===== src/rtl/rf_pkg.sv =====
// Shared types and defaults for the 2-read / 1-write register file.
package rf_pkg;

  typedef enum logic {
    CLEAR = 1'b0,
    RUN   = 1'b1
  } rf_state_e;

  localparam int RF_DATA_W = 32;
  localparam int RF_ADDR_W = 5;

  function automatic int rf_depth(input int addr_w);
    return 2 ** addr_w;
  endfunction

endpackage


===== src/rtl/reg_file_2r1w_if.sv =====
// Decode/write-back facing bus of the register file: two read ports, one write port, ready.
interface reg_file_2r1w_if
  import rf_pkg::*;
#(
  parameter int DATA_W = RF_DATA_W,
  parameter int ADDR_W = RF_ADDR_W
);

  logic [ADDR_W-1:0] readReg1;
  logic [ADDR_W-1:0] readReg2;
  logic [DATA_W-1:0] readData1;
  logic [DATA_W-1:0] readData2;
  logic [ADDR_W-1:0] writeReg;
  logic [DATA_W-1:0] writeData;
  logic              regWrite;
  logic              ready;

  modport master (
    output readReg1, readReg2, writeReg, writeData, regWrite,
    input  readData1, readData2, ready
  );

  modport slave (
    input  readReg1, readReg2, writeReg, writeData, regWrite,
    output readData1, readData2, ready
  );

endinterface


===== src/rtl/rf_clear_ctrl.sv =====
// Clear sequencer: after reset walks every entry once, writing zero, then enters RUN.
module rf_clear_ctrl
  import rf_pkg::*;
#(
  parameter int ADDR_W = RF_ADDR_W
) (
  input  logic              clk,
  input  logic              rst,
  output logic              clear_we,
  output logic [ADDR_W-1:0] clear_addr,
  output logic              run,
  output logic              ready
);

  rf_state_e         state_q, state_d;
  logic [ADDR_W-1:0] idx_q, idx_d;

  always_ff @(posedge clk) begin
    if (rst) begin
      state_q <= CLEAR;
      idx_q   <= '0;
    end else begin
      state_q <= state_d;
      idx_q   <= idx_d;
    end
  end

  always_comb begin
    state_d    = state_q;
    idx_d      = idx_q;
    clear_we   = 1'b0;
    clear_addr = idx_q;
    run        = (state_q == RUN);
    ready      = (state_q == RUN);
    if (state_q == CLEAR) begin
      // A held reset must not advance or write; the flop reset restarts at idx 0.
      clear_we = !rst;
      idx_d    = idx_q + ADDR_W'(1);
      if (idx_q == {ADDR_W{1'b1}}) begin
        state_d = RUN;
      end
    end
  end

endmodule


===== src/rtl/reg_file_2r1w.sv =====
// Parametrised 2R/1W register file with hardwired-zero option and reset clear sequence.
// Define RF_BYPASS_EN to forward same-cycle write data to matching read ports.
module reg_file_2r1w
  import rf_pkg::*;
#(
  parameter int DATA_W   = RF_DATA_W,
  parameter int ADDR_W   = RF_ADDR_W,
  parameter bit ZERO_REG = 1'b1
) (
  input  logic          clk,
  input  logic          rst,
  reg_file_2r1w_if.slave rf
);

  localparam int DEPTH = rf_depth(ADDR_W);

  logic [DATA_W-1:0] bank_q [DEPTH];

  logic              clear_we;
  logic [ADDR_W-1:0] clear_addr;
  logic              run;
  logic              ready;

  logic              wr_en;
  logic [ADDR_W-1:0] wr_addr;
  logic [DATA_W-1:0] wr_data;

  logic [ADDR_W-1:0] rd_addr [2];
  logic [DATA_W-1:0] rd_data [2];

  rf_clear_ctrl #(
    .ADDR_W(ADDR_W)
  ) u_clear_ctrl (
    .clk       (clk),
    .rst       (rst),
    .clear_we  (clear_we),
    .clear_addr(clear_addr),
    .run       (run),
    .ready     (ready)
  );

  // The sequencer owns the write port until RUN; bus writes during CLEAR are dropped.
  always_comb begin
    wr_en   = 1'b0;
    wr_addr = clear_addr;
    wr_data = '0;
    if (!run) begin
      wr_en = clear_we;
    end else if (rf.regWrite && !(ZERO_REG && rf.writeReg == '0)) begin
      wr_en   = 1'b1;
      wr_addr = rf.writeReg;
      wr_data = rf.writeData;
    end
  end

  always_ff @(posedge clk) begin
    if (wr_en) begin
      bank_q[wr_addr] <= wr_data;
    end
  end

  assign rd_addr[0] = rf.readReg1;
  assign rd_addr[1] = rf.readReg2;

  always_comb begin
    for (int p = 0; p < 2; p++) begin
      rd_data[p] = bank_q[rd_addr[p]];
`ifdef RF_BYPASS_EN
      if (run && rf.regWrite && rf.writeReg == rd_addr[p]) begin
        rd_data[p] = rf.writeData;
      end
`endif
      // Zero-register and CLEAR masking take priority over any forwarded value.
      if (!run || (ZERO_REG && rd_addr[p] == '0)) begin
        rd_data[p] = '0;
      end
    end
  end

  assign rf.readData1 = rd_data[0];
  assign rf.readData2 = rd_data[1];
  assign rf.ready     = ready;

endmodule


===== src/flat_wrapper.sv =====
// flat-port wrapper written by rule: the top's interface ports become plain ports
module reg_file_2r1w_flat import rf_pkg::*;
#(
  parameter int DATA_W   = RF_DATA_W,
  parameter int ADDR_W   = RF_ADDR_W,
  parameter bit ZERO_REG = 1'b1
)
  (clk, rst, rf_readReg1, rf_readReg2, rf_writeReg, rf_writeData, rf_regWrite, rf_readData1, rf_readData2, rf_ready);
  reg_file_2r1w_if #(.DATA_W(DATA_W), .ADDR_W(ADDR_W)) rf_i ();
  input  logic clk;
  input  logic rst;
  input wire logic [$bits(rf_i.readReg1)-1:0] rf_readReg1;
  input wire logic [$bits(rf_i.readReg2)-1:0] rf_readReg2;
  input wire logic [$bits(rf_i.writeReg)-1:0] rf_writeReg;
  input wire logic [$bits(rf_i.writeData)-1:0] rf_writeData;
  input wire logic [$bits(rf_i.regWrite)-1:0] rf_regWrite;
  output wire logic [$bits(rf_i.readData1)-1:0] rf_readData1;
  output wire logic [$bits(rf_i.readData2)-1:0] rf_readData2;
  output wire logic [$bits(rf_i.ready)-1:0] rf_ready;
  assign rf_i.readReg1 = rf_readReg1;
  assign rf_i.readReg2 = rf_readReg2;
  assign rf_i.writeReg = rf_writeReg;
  assign rf_i.writeData = rf_writeData;
  assign rf_i.regWrite = rf_regWrite;
  assign rf_readData1 = rf_i.readData1;
  assign rf_readData2 = rf_i.readData2;
  assign rf_ready = rf_i.ready;
  reg_file_2r1w #(.DATA_W(DATA_W), .ADDR_W(ADDR_W), .ZERO_REG(ZERO_REG)) u_core (.clk(clk), .rst(rst), .rf(rf_i));
endmodule

===== config.mk =====
export PLATFORM = sky130hd
export DESIGN_NAME = reg_file_2r1w_flat
export DESIGN_NICKNAME = d
export VERILOG_FILES = /design/src/rtl/rf_pkg.sv /design/src/rtl/reg_file_2r1w_if.sv /design/src/rtl/rf_clear_ctrl.sv /design/src/rtl/reg_file_2r1w.sv /design/src/flat_wrapper.sv
export SDC_FILE = /design/constraint.sdc
export NUM_CORES = 1
export LEC_CHECK = 0
export CORE_UTILIZATION = 60
export CTS_BUF_LIST = sky130_fd_sc_hd__clkbuf_16
export CTS_CLUSTER_SIZE = 10
export DETAILED_ROUTE_END_ITERATION = 8
export PLACE_DENSITY = 0.78
export REMOVE_ABC_BUFFERS = 1
export SYNTH_ARGS = -nofsm -noshare
export SYNTH_HDL_FRONTEND = slang
export SYNTH_SLANG_ARGS = --single-unit
export TNS_END_PERCENT = 30

===== constraint.sdc =====
create_clock -name clk -period 9 [get_ports clk]
set_input_delay 2.7 -clock clk [delete_from_list [all_inputs] [get_ports clk]]
set_output_delay 2.7 -clock clk [all_outputs]
set_load 0.005 [all_outputs]

==> flow_summary.yaml <==
grt:
  grt_pass1_wl_mm: 209.0
  overflow: 0
  grt_antenna_before_repair: 1
  grt_use_total_pct: 35.51
  grt_max_degree: 78
  grt_pass1_vias: 31510
floorplan:
  die_area_um2: 81870
  ioPinCount: 115
  fp.dieW_um: 286.1
  core_um2: 79390
  dieHeight_um: 286.1
  initial_core_util_pct: 61.02
  num_rows: 103
synthesis:
  ys_types: 53
  post_synth_inst_count: 2944
  synth_edf_count: 1024
  synth_top_cells_by_area: "edfxtp_1 63%, mux4_2 12%, mux2i_1 5.4%"
  synth_seq_area_share_pct: 63.73
  synthesis.area_um2: 48440
  yosysWarnings: 0
  synthArstFlopShare_pct: 0
  synth.top_cell.area_share_pct: 63.48
  synth_area_per_cell_um2: 16.45
  synth-seq-cells: 1030
  synthFlopType: "edfxtp_1"
  synth_top_cell_by_area: "edfxtp_1"
clocking:
  cts_setup_buffers: 0
  cts_tree: "done"
  insertion_delay_ps: 670
  root_buffer: "clkbuf_16"
  htreeDepth: 3
  clockBufferDepth: 3
  clock_sinks: 1030
  cts_resized: 0
  numCtsBuffers: 114
  postCtsHoldBufs: 0
  path_clk_slew_ps: 50
critical_path:
  path_depth: 7
  slowest_delay_ps: 650
  crit_family: "buffers and inverters"
  critPathLaunchType: "primary input"
  cp-end-kind: "output port"
  worst_r2r_path_depth: 7
  worstPathMaxFanout: 18
  crit_top_cell: "clkdlybuf4s50_1"
  worstPathRequired_ps: 6300
  cp_cell_sequence: "clkdlybuf4s50_1 > and3_2 > buf_4 > o21ai_0 > o31a_1 > nand4_1 > clkdlybuf4s50_1"
  cp_num_buf_inv: 3
  critPathArrivalTime_ps: 5610
  crit_slowest_cell: "clkdlybuf4s50_1"
  crit_type: "primary input to output port"
sta:
  period_needed_ps: 8306
  worst_pin_slew_ps: 1306
  fin_skew_ps: 14.60
  fin_setup_tns_ps: 0
  fin_crit_sh_pct: 92.29
  timing.fmax_mhz: 120.4
  rsz0062_at_grt: "false"
  setup_ws_ps: 693.7
  finalHoldViolations: 0
  setup_violations: 0
  slew_headroom_pct: 12.75
  drv_slew: 0
power:
  p_total_mw: 9.876
  p_per_area_nw_per_um2: 181.9
  p_leak_nw: 16.33
  irDropWorstVdd_mv: 0.1669
drt:
  routed_via_density: 7.608
  ant_nets: 0
  wirelength_mm: 145.5
  num_vias: 31360
  drc: 0
  wl_per_cell_um: 35.31
  drt_iter0_drc: 5095
  firstDrtPassIters: 8
placed_design:
  hpwl_mm: 80.74
  post-place-ws_ps: 760.8
  gp_congestion: 0.8756
  io_buffer_count: 114
layout:
  final_cell_mix: "1024 x edfxtp_1, 263 x mux2i_1, 252 x mux4_2, 195 x mux2_2, 138 x a22oi_1"
  final_common_cell: "edfxtp_1"
  antenna_cells: 0
  drive_above_1_share_pct: 24.54
  multi_input_area_um2: 16820
  seqCellArea_um2: 30870
  fillers: 5101
  syn_to_final_growth_pct: 12.10
  nets: 3098
hold_path:
  hp-class: "flip-flop to flip-flop"
  worst_hold_path.num_cells: 2
status:
  outcome: "complete, no violations"
job:
  cap_viol_max_count: 0
-- synthesized netlist by cell type (37+ instances only) --
| cell | count |
|---|---|
| nand3_1 | 123 |
| a22oi_1 | 138 |
| o21ai_0 | 66 |
| buf_2 | 102 |
| nor2b_1 | 72 |
| mux2_2 | 195 |
| mux4_2 | 252 |
| a211oi_1 | 65 |
| mux2i_1 | 263 |
| and2_1 | 37 |
| edfxtp_1 | 1024 |
| nand4_1 | 56 |
| a21oi_1 | 37 |
| clkbuf_1 | 110 |
| nand2_1 | 72 |
| o22ai_1 | 67 |
-- where the power goes --
| group | internal [mW] | leakage (nW) | switching (mW) |
|---|---|---|---|
| combinational | 0.232 | 6.33 | 0.339 |
| clock | 2.30 | 1.58 | 1.75 |
| sequential | 5.24 | 8.42 | 0.0168 |
-- cell type report --
| type | instances | share of cell area (%) |
|---|---|---|
| multi-input cells | 1668 | 30.98 |
| clock inverters | 23 | 0.1797 |
| inverters | 2 | 0.01382 |
| clock buffers | 119 | 5.484 |
| repair buffers | 230 | 4.074 |
| well taps | 1050 | 2.419 |
| flip-flops and latches | 1030 | 56.85 |
-- registers in the layout, indices dropped and copies added (netlist names) --
name,count
u_core.bank_q,1024
u_core.u_clear_ctrl.clear_addr,5
u_core.u_clear_ctrl.ready,1
-- worst min-delay path, cell delays in order (launching register included) --
cell and delay, ps:
dfxtp_1 350, mux2i_1 140, nor2_1 50
-- cell families (layout without fill, tap and decap cells) --
kind of cell | after synthesis | after routing | synth area share [%]
AO/OA/AOI/OAI | 481 | 481 | 6.879
multiplexers | 710 | 710 | 21.68
buffers and inverters | 246 | 374 | 2.309
adder cells (fa/ha/maj) | 2 | 2 | 0.05165
flip-flops | 1030 | 1030 | 63.73
AND/OR/NAND/NOR | 472 | 472 | 5.295
XOR/XNOR | 3 | 3 | 0.05425
-- through the flow --
stage	cell area (um^2)	hold slack [ps]	util [%]	cells
finish	54300	589.8	68.40	4122
global route	54300	642.8	68.40	4122
CTS	54300	590.9	68.40	4122
detailed placement	51230	587.4	64.53	3980
global placement	51230	568.0	64.53	3980
floorplan	47330	536.2	-	2700
-- worst paths after layout --
check	end	slack, ps	from
setup / recovery	rf_readData1[28]	690	rf_readReg1[4]
hold / removal	u_core.u_clear_ctrl.clear_addr[1]	590	u_core.u_clear_ctrl.clear_addr[1]
setup reg to reg	u_core.bank_q[1][3]	4610	u_core.u_clear_ctrl.ready
hold reg to reg	u_core.u_clear_ctrl.clear_addr[1]	590	u_core.u_clear_ctrl.clear_addr[1]
-- layer usage --
metal  GRT usage (%)  vias to the layer above  wire length (um)
met1           48.35                    15780             51280
met5               0                        -                 0
li1                -                    12350                 -
met2           54.04                     2736             66460
met3           8.935                      493             20250
met4           17.23                        0              7543
Power figures use the tool's default switching activity.
